--- src/rtl/uart_pkg.sv ---
// Shared types and default sizing for the UART transmit-side arbiter.
package uart_pkg;

  localparam int DEF_NUM_REQ   = 4;
  localparam int DEF_MAX_BURST = 4;

  typedef logic [7:0] byte_t;

  typedef enum logic [1:0] {
    ARB_IDLE      = 2'd0,
    ARB_START     = 2'd1,
    ARB_WAIT_DONE = 2'd2
  } tx_arb_state_t;

endpackage

--- src/rtl/tx_arbiter_if.sv ---
// Requester and transmitter signals of tx_arbiter bundled with master (arbiter)
// and slave (requesters + transmitter) views.
interface tx_arbiter_if #(
  parameter int NUM_REQ = uart_pkg::DEF_NUM_REQ
);
  import uart_pkg::*;

  localparam int IDX_W = $clog2(NUM_REQ);

  // Handshake: req[i] acts as valid and must stay high with req_data[i] stable
  // until ack[i] pulses; the arbiter only grants in IDLE while tx_ready is high,
  // then tx_start launches the latched byte and tx_done closes the grant.
  logic [NUM_REQ-1:0]        req;
  byte_t [NUM_REQ-1:0]       req_data;
  logic [NUM_REQ-1:0]        req_lock;
  logic [NUM_REQ-1:0]        ack;
  logic                      tx_ready;
  logic                      tx_done;
  logic                      tx_start;
  byte_t                     tx_data;
  logic [IDX_W-1:0]          owner;
  logic                      busy;
  tx_arb_state_t             dbg_state;

  modport master (
    input  req, req_data, req_lock, tx_ready, tx_done,
    output ack, tx_start, tx_data, owner, busy, dbg_state
  );

  modport slave (
    output req, req_data, req_lock, tx_ready, tx_done,
    input  ack, tx_start, tx_data, owner, busy, dbg_state
  );

endinterface

--- src/rtl/rr_priority_select.sv ---
// Combinational rotating-priority search: first set req bit at or above rr_ptr, with wrap.
module rr_priority_select #(
  parameter  int NUM_REQ = uart_pkg::DEF_NUM_REQ,
  localparam int IDX_W   = $clog2(NUM_REQ)
) (
  input  logic [NUM_REQ-1:0] req,
  input  logic [IDX_W-1:0]   rr_ptr,
  output logic               valid,
  output logic [IDX_W-1:0]   index
);

  localparam logic [IDX_W:0] N_W = (IDX_W+1)'(NUM_REQ);

  logic [IDX_W:0] cand;

  // Walk offsets from farthest to nearest so the closest hit is the last write.
  always_comb begin
    valid = 1'b0;
    index = '0;
    cand  = '0;
    for (int off = NUM_REQ - 1; off >= 0; off--) begin
      cand = {1'b0, rr_ptr} + (IDX_W+1)'(off);
      if (cand >= N_W) cand = cand - N_W;
      if (req[cand[IDX_W-1:0]]) begin
        valid = 1'b1;
        index = cand[IDX_W-1:0];
      end
    end
  end

endmodule

--- src/rtl/tx_arbiter.sv ---
// Round-robin byte arbiter feeding one UART transmitter.
// Burst locking of a grant is compiled in only when TX_ARB_BURST_LOCK_EN is defined.
module tx_arbiter
  import uart_pkg::*;
#(
  parameter int NUM_REQ   = DEF_NUM_REQ,
  parameter int MAX_BURST = DEF_MAX_BURST
) (
  input logic          clk,
  input logic          rst,
  tx_arbiter_if.master bus
);

  localparam int                 IDX_W    = $clog2(NUM_REQ);
  localparam logic [IDX_W-1:0]   LAST_IDX = IDX_W'(NUM_REQ - 1);
  localparam logic [NUM_REQ-1:0] ONE_HOT0 = NUM_REQ'(1);

  tx_arb_state_t      state_q;
  logic [IDX_W-1:0]   rr_ptr_q;
  logic [IDX_W-1:0]   owner_q;
  byte_t              tx_data_q;
  logic               tx_start_q;
  logic [NUM_REQ-1:0] ack_q;

  logic               pick_valid;
  logic [IDX_W-1:0]   pick_idx;
  logic [IDX_W-1:0]   rr_ptr_d;
  logic               burst_go;

  rr_priority_select #(.NUM_REQ(NUM_REQ)) u_select (
    .req    (bus.req),
    .rr_ptr (rr_ptr_q),
    .valid  (pick_valid),
    .index  (pick_idx)
  );

  assign rr_ptr_d = (owner_q == LAST_IDX) ? '0 : owner_q + 1'b1;

`ifdef TX_ARB_BURST_LOCK_EN
  localparam logic [3:0] BURST_LAST = 4'(MAX_BURST - 1);
  logic [3:0] burst_cnt_q;

  assign burst_go = bus.req[owner_q] & bus.req_lock[owner_q] & bus.tx_ready &
                    (burst_cnt_q < BURST_LAST);
`else
  logic unused_lock;
  assign unused_lock = ^{bus.req_lock, 4'(MAX_BURST)};
  assign burst_go    = 1'b0;
`endif

  always_ff @(posedge clk) begin
    if (rst) begin
      state_q    <= ARB_IDLE;
      rr_ptr_q   <= '0;
      owner_q    <= '0;
      tx_data_q  <= '0;
      tx_start_q <= 1'b0;
      ack_q      <= '0;
`ifdef TX_ARB_BURST_LOCK_EN
      burst_cnt_q <= '0;
`endif
    end else begin
      tx_start_q <= 1'b0;
      ack_q      <= '0;
      case (state_q)
        ARB_IDLE: begin
          if (pick_valid && bus.tx_ready) begin
            owner_q    <= pick_idx;
            tx_data_q  <= bus.req_data[pick_idx];
            tx_start_q <= 1'b1;
            ack_q      <= ONE_HOT0 << pick_idx;
            state_q    <= ARB_START;
`ifdef TX_ARB_BURST_LOCK_EN
            burst_cnt_q <= '0;
`endif
          end
        end
        ARB_START: state_q <= ARB_WAIT_DONE;
        ARB_WAIT_DONE: begin
          if (bus.tx_done) begin
            if (burst_go) begin
              // Locked owner keeps the transmitter; rr_ptr stays put.
              tx_data_q  <= bus.req_data[owner_q];
              tx_start_q <= 1'b1;
              ack_q      <= ONE_HOT0 << owner_q;
              state_q    <= ARB_START;
`ifdef TX_ARB_BURST_LOCK_EN
              burst_cnt_q <= burst_cnt_q + 1'b1;
`endif
            end else begin
              rr_ptr_q <= rr_ptr_d;
              state_q  <= ARB_IDLE;
            end
          end
        end
        default: state_q <= ARB_IDLE;
      endcase
    end
  end

  assign bus.ack       = ack_q;
  assign bus.tx_start  = tx_start_q;
  assign bus.tx_data   = tx_data_q;
  assign bus.owner     = owner_q;
  assign bus.busy      = (state_q != ARB_IDLE);
  assign bus.dbg_state = state_q;

endmodule

--- src/flat_wrapper.sv ---
// flat-port wrapper written by rule: the top's interface ports become plain ports
module tx_arbiter_flat import uart_pkg::*;
#(
  parameter int NUM_REQ   = DEF_NUM_REQ,
  parameter int MAX_BURST = DEF_MAX_BURST
)
  (clk, rst, bus_req, bus_req_data, bus_req_lock, bus_tx_ready, bus_tx_done, bus_ack, bus_tx_start, bus_tx_data, bus_owner, bus_busy, bus_dbg_state);
  tx_arbiter_if #(.NUM_REQ(NUM_REQ)) bus_i ();
  input logic clk;
  input logic rst;
  input wire logic [$bits(bus_i.req)-1:0] bus_req;
  input wire logic [$bits(bus_i.req_data)-1:0] bus_req_data;
  input wire logic [$bits(bus_i.req_lock)-1:0] bus_req_lock;
  input wire logic [$bits(bus_i.tx_ready)-1:0] bus_tx_ready;
  input wire logic [$bits(bus_i.tx_done)-1:0] bus_tx_done;
  output wire logic [$bits(bus_i.ack)-1:0] bus_ack;
  output wire logic [$bits(bus_i.tx_start)-1:0] bus_tx_start;
  output wire logic [$bits(bus_i.tx_data)-1:0] bus_tx_data;
  output wire logic [$bits(bus_i.owner)-1:0] bus_owner;
  output wire logic [$bits(bus_i.busy)-1:0] bus_busy;
  output wire logic [$bits(bus_i.dbg_state)-1:0] bus_dbg_state;
  assign bus_i.req = bus_req;
  assign bus_i.req_data = bus_req_data;
  assign bus_i.req_lock = bus_req_lock;
  assign bus_i.tx_ready = bus_tx_ready;
  assign bus_i.tx_done = bus_tx_done;
  assign bus_ack = bus_i.ack;
  assign bus_tx_start = bus_i.tx_start;
  assign bus_tx_data = bus_i.tx_data;
  assign bus_owner = bus_i.owner;
  assign bus_busy = bus_i.busy;
  assign bus_dbg_state = bus_i.dbg_state;
  tx_arbiter #(.NUM_REQ(NUM_REQ), .MAX_BURST(MAX_BURST)) u_core (.clk(clk), .rst(rst), .bus(bus_i));
endmodule
--- config.mk ---
export PLATFORM = sky130hd
export DESIGN_NAME = tx_arbiter_flat
export DESIGN_NICKNAME = d
export VERILOG_FILES = /design/src/rtl/uart_pkg.sv /design/src/rtl/tx_arbiter_if.sv /design/src/rtl/rr_priority_select.sv /design/src/rtl/tx_arbiter.sv /design/src/flat_wrapper.sv
export SDC_FILE = /design/constraint.sdc
export NUM_CORES = 1
export LEC_CHECK = 0
export CORE_ASPECT_RATIO = 1.4
export CORE_MARGIN = 4
export CORE_UTILIZATION = 26
export DETAILED_ROUTE_END_ITERATION = 8
export PLACE_DENSITY = 0.71
export SLEW_MARGIN = 30
export SYNTH_ARGS = -nofsm -noshare
export SYNTH_HDL_FRONTEND = slang
export SYNTH_SLANG_ARGS = --single-unit
--- constraint.sdc ---
create_clock -name clk -period 1.41 [get_ports clk]
set_input_delay 0.2115 -clock clk [delete_from_list [all_inputs] [get_ports clk]]
set_output_delay 0.2115 -clock clk [all_outputs]
set_load 0.05 [all_outputs]
==> results of run 1 <==
[layout make-up]
class	count	share of cell area [%]
Timing Repair Buffer	75	46.70
Multi-Input combinational cell	68	29.08
Sequential cell	19	18.98
Tap cell	40	2.465
Clock buffer	4	2.218
Inverter	3	0.5545
[per-stage QoR]
step | setup TNS, ns | utilization [%] | std cells | cell area (µm²) | hold slack [ns]
6_report | -0.5037 | 59.56 | 209 | 2031 | 0.5357
5_1_grt | -0.8787 | 59.56 | 209 | 2031 | 0.5752
4_1_cts | -0.2288 | 56.37 | 206 | 1922 | 0.5360
3_5_place_dp | -6.546 | 53.25 | 201 | 1815 | 0.5245
3_3_place_gp | -5.915 | 53.25 | 201 | 1815 | 0.5163
2_1_floorplan | 0 | - | 93 | 923.4 | 0.2765
[kinds of logic (layout without fill, tap and decap cells)]
kind of cell | count (synthesis) | count (layout) | synth area share (%)
buf+inv | 6 | 82 | 5.435
fa+ha+maj | 1 | 1 | 1.358
compound gates | 18 | 18 | 15.90
simple gates | 31 | 31 | 16.44
flops | 19 | 19 | 41.30
mux | 18 | 18 | 19.56
[state kept, by name, summed over array words and instances (netlist names)]
signal and count:
u_core.bus.tx_data 8, u_core.bus.ack 4, u_core.bus.dbg_state 2, u_core.bus.owner 2, u_core.rr_ptr_q 2, u_core.bus.tx_start 1
[cell usage after synthesis (all sizes together) (2+ instances only)]
cell type  count  area share, %
a21oi          3            1.6
and3           2            1.6
buf            3            4.2
dfxtp         19             41
inv            3            1.2
mux2i         18             20
nand2         13            5.8
nand2b         2            1.4
nor2           8            3.3
nor3           3            2.2
o221ai         8            7.6
[repair_timing]
| item | in CTS | in global routing |
|---|---|---|
| gates cloned | 0 | 2 |
| resized for setup | 15 | 11 |
| buffers inserted | 1 | 1 |
| pin swaps | 3 | 5 |
| endpoints found under the setup margin | 14 | 8 |
[worst max-delay path: cells and delay by family, from the launching register on]
| family | cells | cell delay, ns |
|---|---|---|
| mux | 1 | 0.21 |
| buf+inv | 1 | 0.15 |
| compound gates | 2 | 0.40 |
| simple gates | 2 | 0.27 |
| flops | 1 | 0.34 |
[per-layer routing]
metal / vias to the layer above / routed length, µm / GRT usage (%)
li1: 493 / - / -
met1: 469 / 1250 / 14.53
met2: 43 / 1899 / 27.74
met3: 2 / 196 / 2.961
met4: 0 / 12 / 2.784
met5: - / 0 / 0
[power groups by stage]
stage	clock (mW)	sequential (mW)	combinational [mW]
after global placement	0	0.620	0.562
after CTS	0.384	0.609	0.596
final	0.375	0.609	0.639
after global routing	0.408	0.613	0.667
after detailed placement	0	0.620	0.573
after floorplan	0	0.719	0.138
[path summary, 6_finish.rpt]
check	from	to	slack, ns
max	u_core.rr_ptr_q[0]$_SDFFE_PP0P_	u_core.bus.tx_data[2]$_SDFFE_PP0P_	-0.08
min	u_core.bus.owner[0]$_SDFFE_PP0P_	u_core.bus.owner[0]$_SDFFE_PP0P_	0.54
max reg2reg	u_core.rr_ptr_q[0]$_SDFFE_PP0P_	u_core.bus.tx_data[2]$_SDFFE_PP0P_	-0.08
min reg2reg	u_core.bus.owner[0]$_SDFFE_PP0P_	u_core.bus.owner[0]$_SDFFE_PP0P_	0.54
==> results.toml, run 1 <==
[run_status]
status = "finished, violations left"
violations = "setup timing"

[pwr]
p_clk_share_pct = 23.1
intPower_mw = 1.128
p_comb_share_pct = 39.4
p_leak_nw = 0.8311
switchingPower_mw = 0.4955
irDropWorstVdd_mv = 0.4956
netSwitchingFraction_pct = 30.53
p_seq_share_pct = 37.5
power_mw = 1.623
pwr_density_cell_nw_per_um2 = 799.4

[worst_setup_path]
critical_path.max_fanout = 5
arrival_ns = 1.62
crit_chain = "nand2b_4, nor2b_4, o22a_4, buf_12, mux2i_2, o221ai_2"
crit_slowest_cell = "dfxtp_2"
crit_required_ns = 1.54
cp-start-kind = "flip-flop"
crit_path_max_incr_delay_ns = 0.34
worst-setup-path-type = "flip-flop to flip-flop"
end_kind = "flip-flop"
r2r_cells = 6

[cells_and_area]
area_delta_synth_final_pct = 120.5
nets = 215
final_common_cell = "clkdlybuf4s50_1"
final_cell_mix = "clkdlybuf4s50_1 (35), buf_12 (20), mux2i_1 (15), dfxtp_1 (15), buf_4 (12)"
drive_above_1_share_pct = 36.09
fillers = 289
register_area_um2 = 385.4
multi_input_comb_area_um2 = 590.6
antennaDiodeCount = 0

[grt]
grt_pass1_wl_mm = 5.023
antenna_found_initial = 0
overflow = 0
grt_max_degree = 12
grt_pass1_vias = 1066
track_usage_pct = 14.06

[place]
io_buffers = 57
post-place-ws_ns = -0.5207
dp_hpwl_mm = 2.451
place_congestion = 0.8125

[timing]
skew_ns = 0.003281
grt_setup_unrepaired = "yes"
fin_crit_ns = 1.491
hold_violations = 0
worst_pin_slew_ns = 0.2955
setup_viol = 11
worst_slack_ns = -0.08133
period_share_pct = 105.8
max_freq_mhz = 670.5
drv_slew = 0
slew-limit-headroom_pct = 80.30

[detailed_routing]
postRouteAntennaNets = 0
vias = 1007
drtPass1Iterations = 4
drc = 0
drt_iter0_drc = 19
viasPerCell = 4.818
routedWlPerCell_um = 16.07
wirelength_mm = 3.359

[job]
cap_violations = 0

[min_path]
min_path_type = "flip-flop to flip-flop"
hold_depth = 2

[clocking]
clock_sinks = 19
ctsHoldBuffers = 0
clkLatencyLatePin_ns = 0.25
clk_pin_slew_ns = 0.07
clk_path_buf_depth = 2
clock_tree.root_cell = "clkbuf_8"
cts_tree = "done"
numCtsBuffers = 3
htreeDepth = 1

[floorplan]
die_w_um = 58.30
fp-row-count = 25
die_height_um = 78.42
ioPinCount = 62
die-area_um2 = 4572
core_area_um2 = 3410
initial_core_util_pct = 27.01

[logic_synthesis]
ys_seq_elements = 19
synth_edf_count = 0
ys_seq_area_share_pct = 41.30
synth_cells = 93
ys.flop_type = "dfxtp_1"
syn_area_um2 = 920.9
avgSynthCellArea_um2 = 9.902
syn-num-nets = 138
synthDistinctLibCells = 26
ys_warn_count = 0
synthArstFlopShare_pct = 0
(Power assumes the default switching activity.)
==> run 2: changes to the inputs <==
Settings changed: GPL_ROUTABILITY_DRIVEN set to 0.
==> results of run 2 <==
Final layout, timing and power as in run 1 (identical DEF).
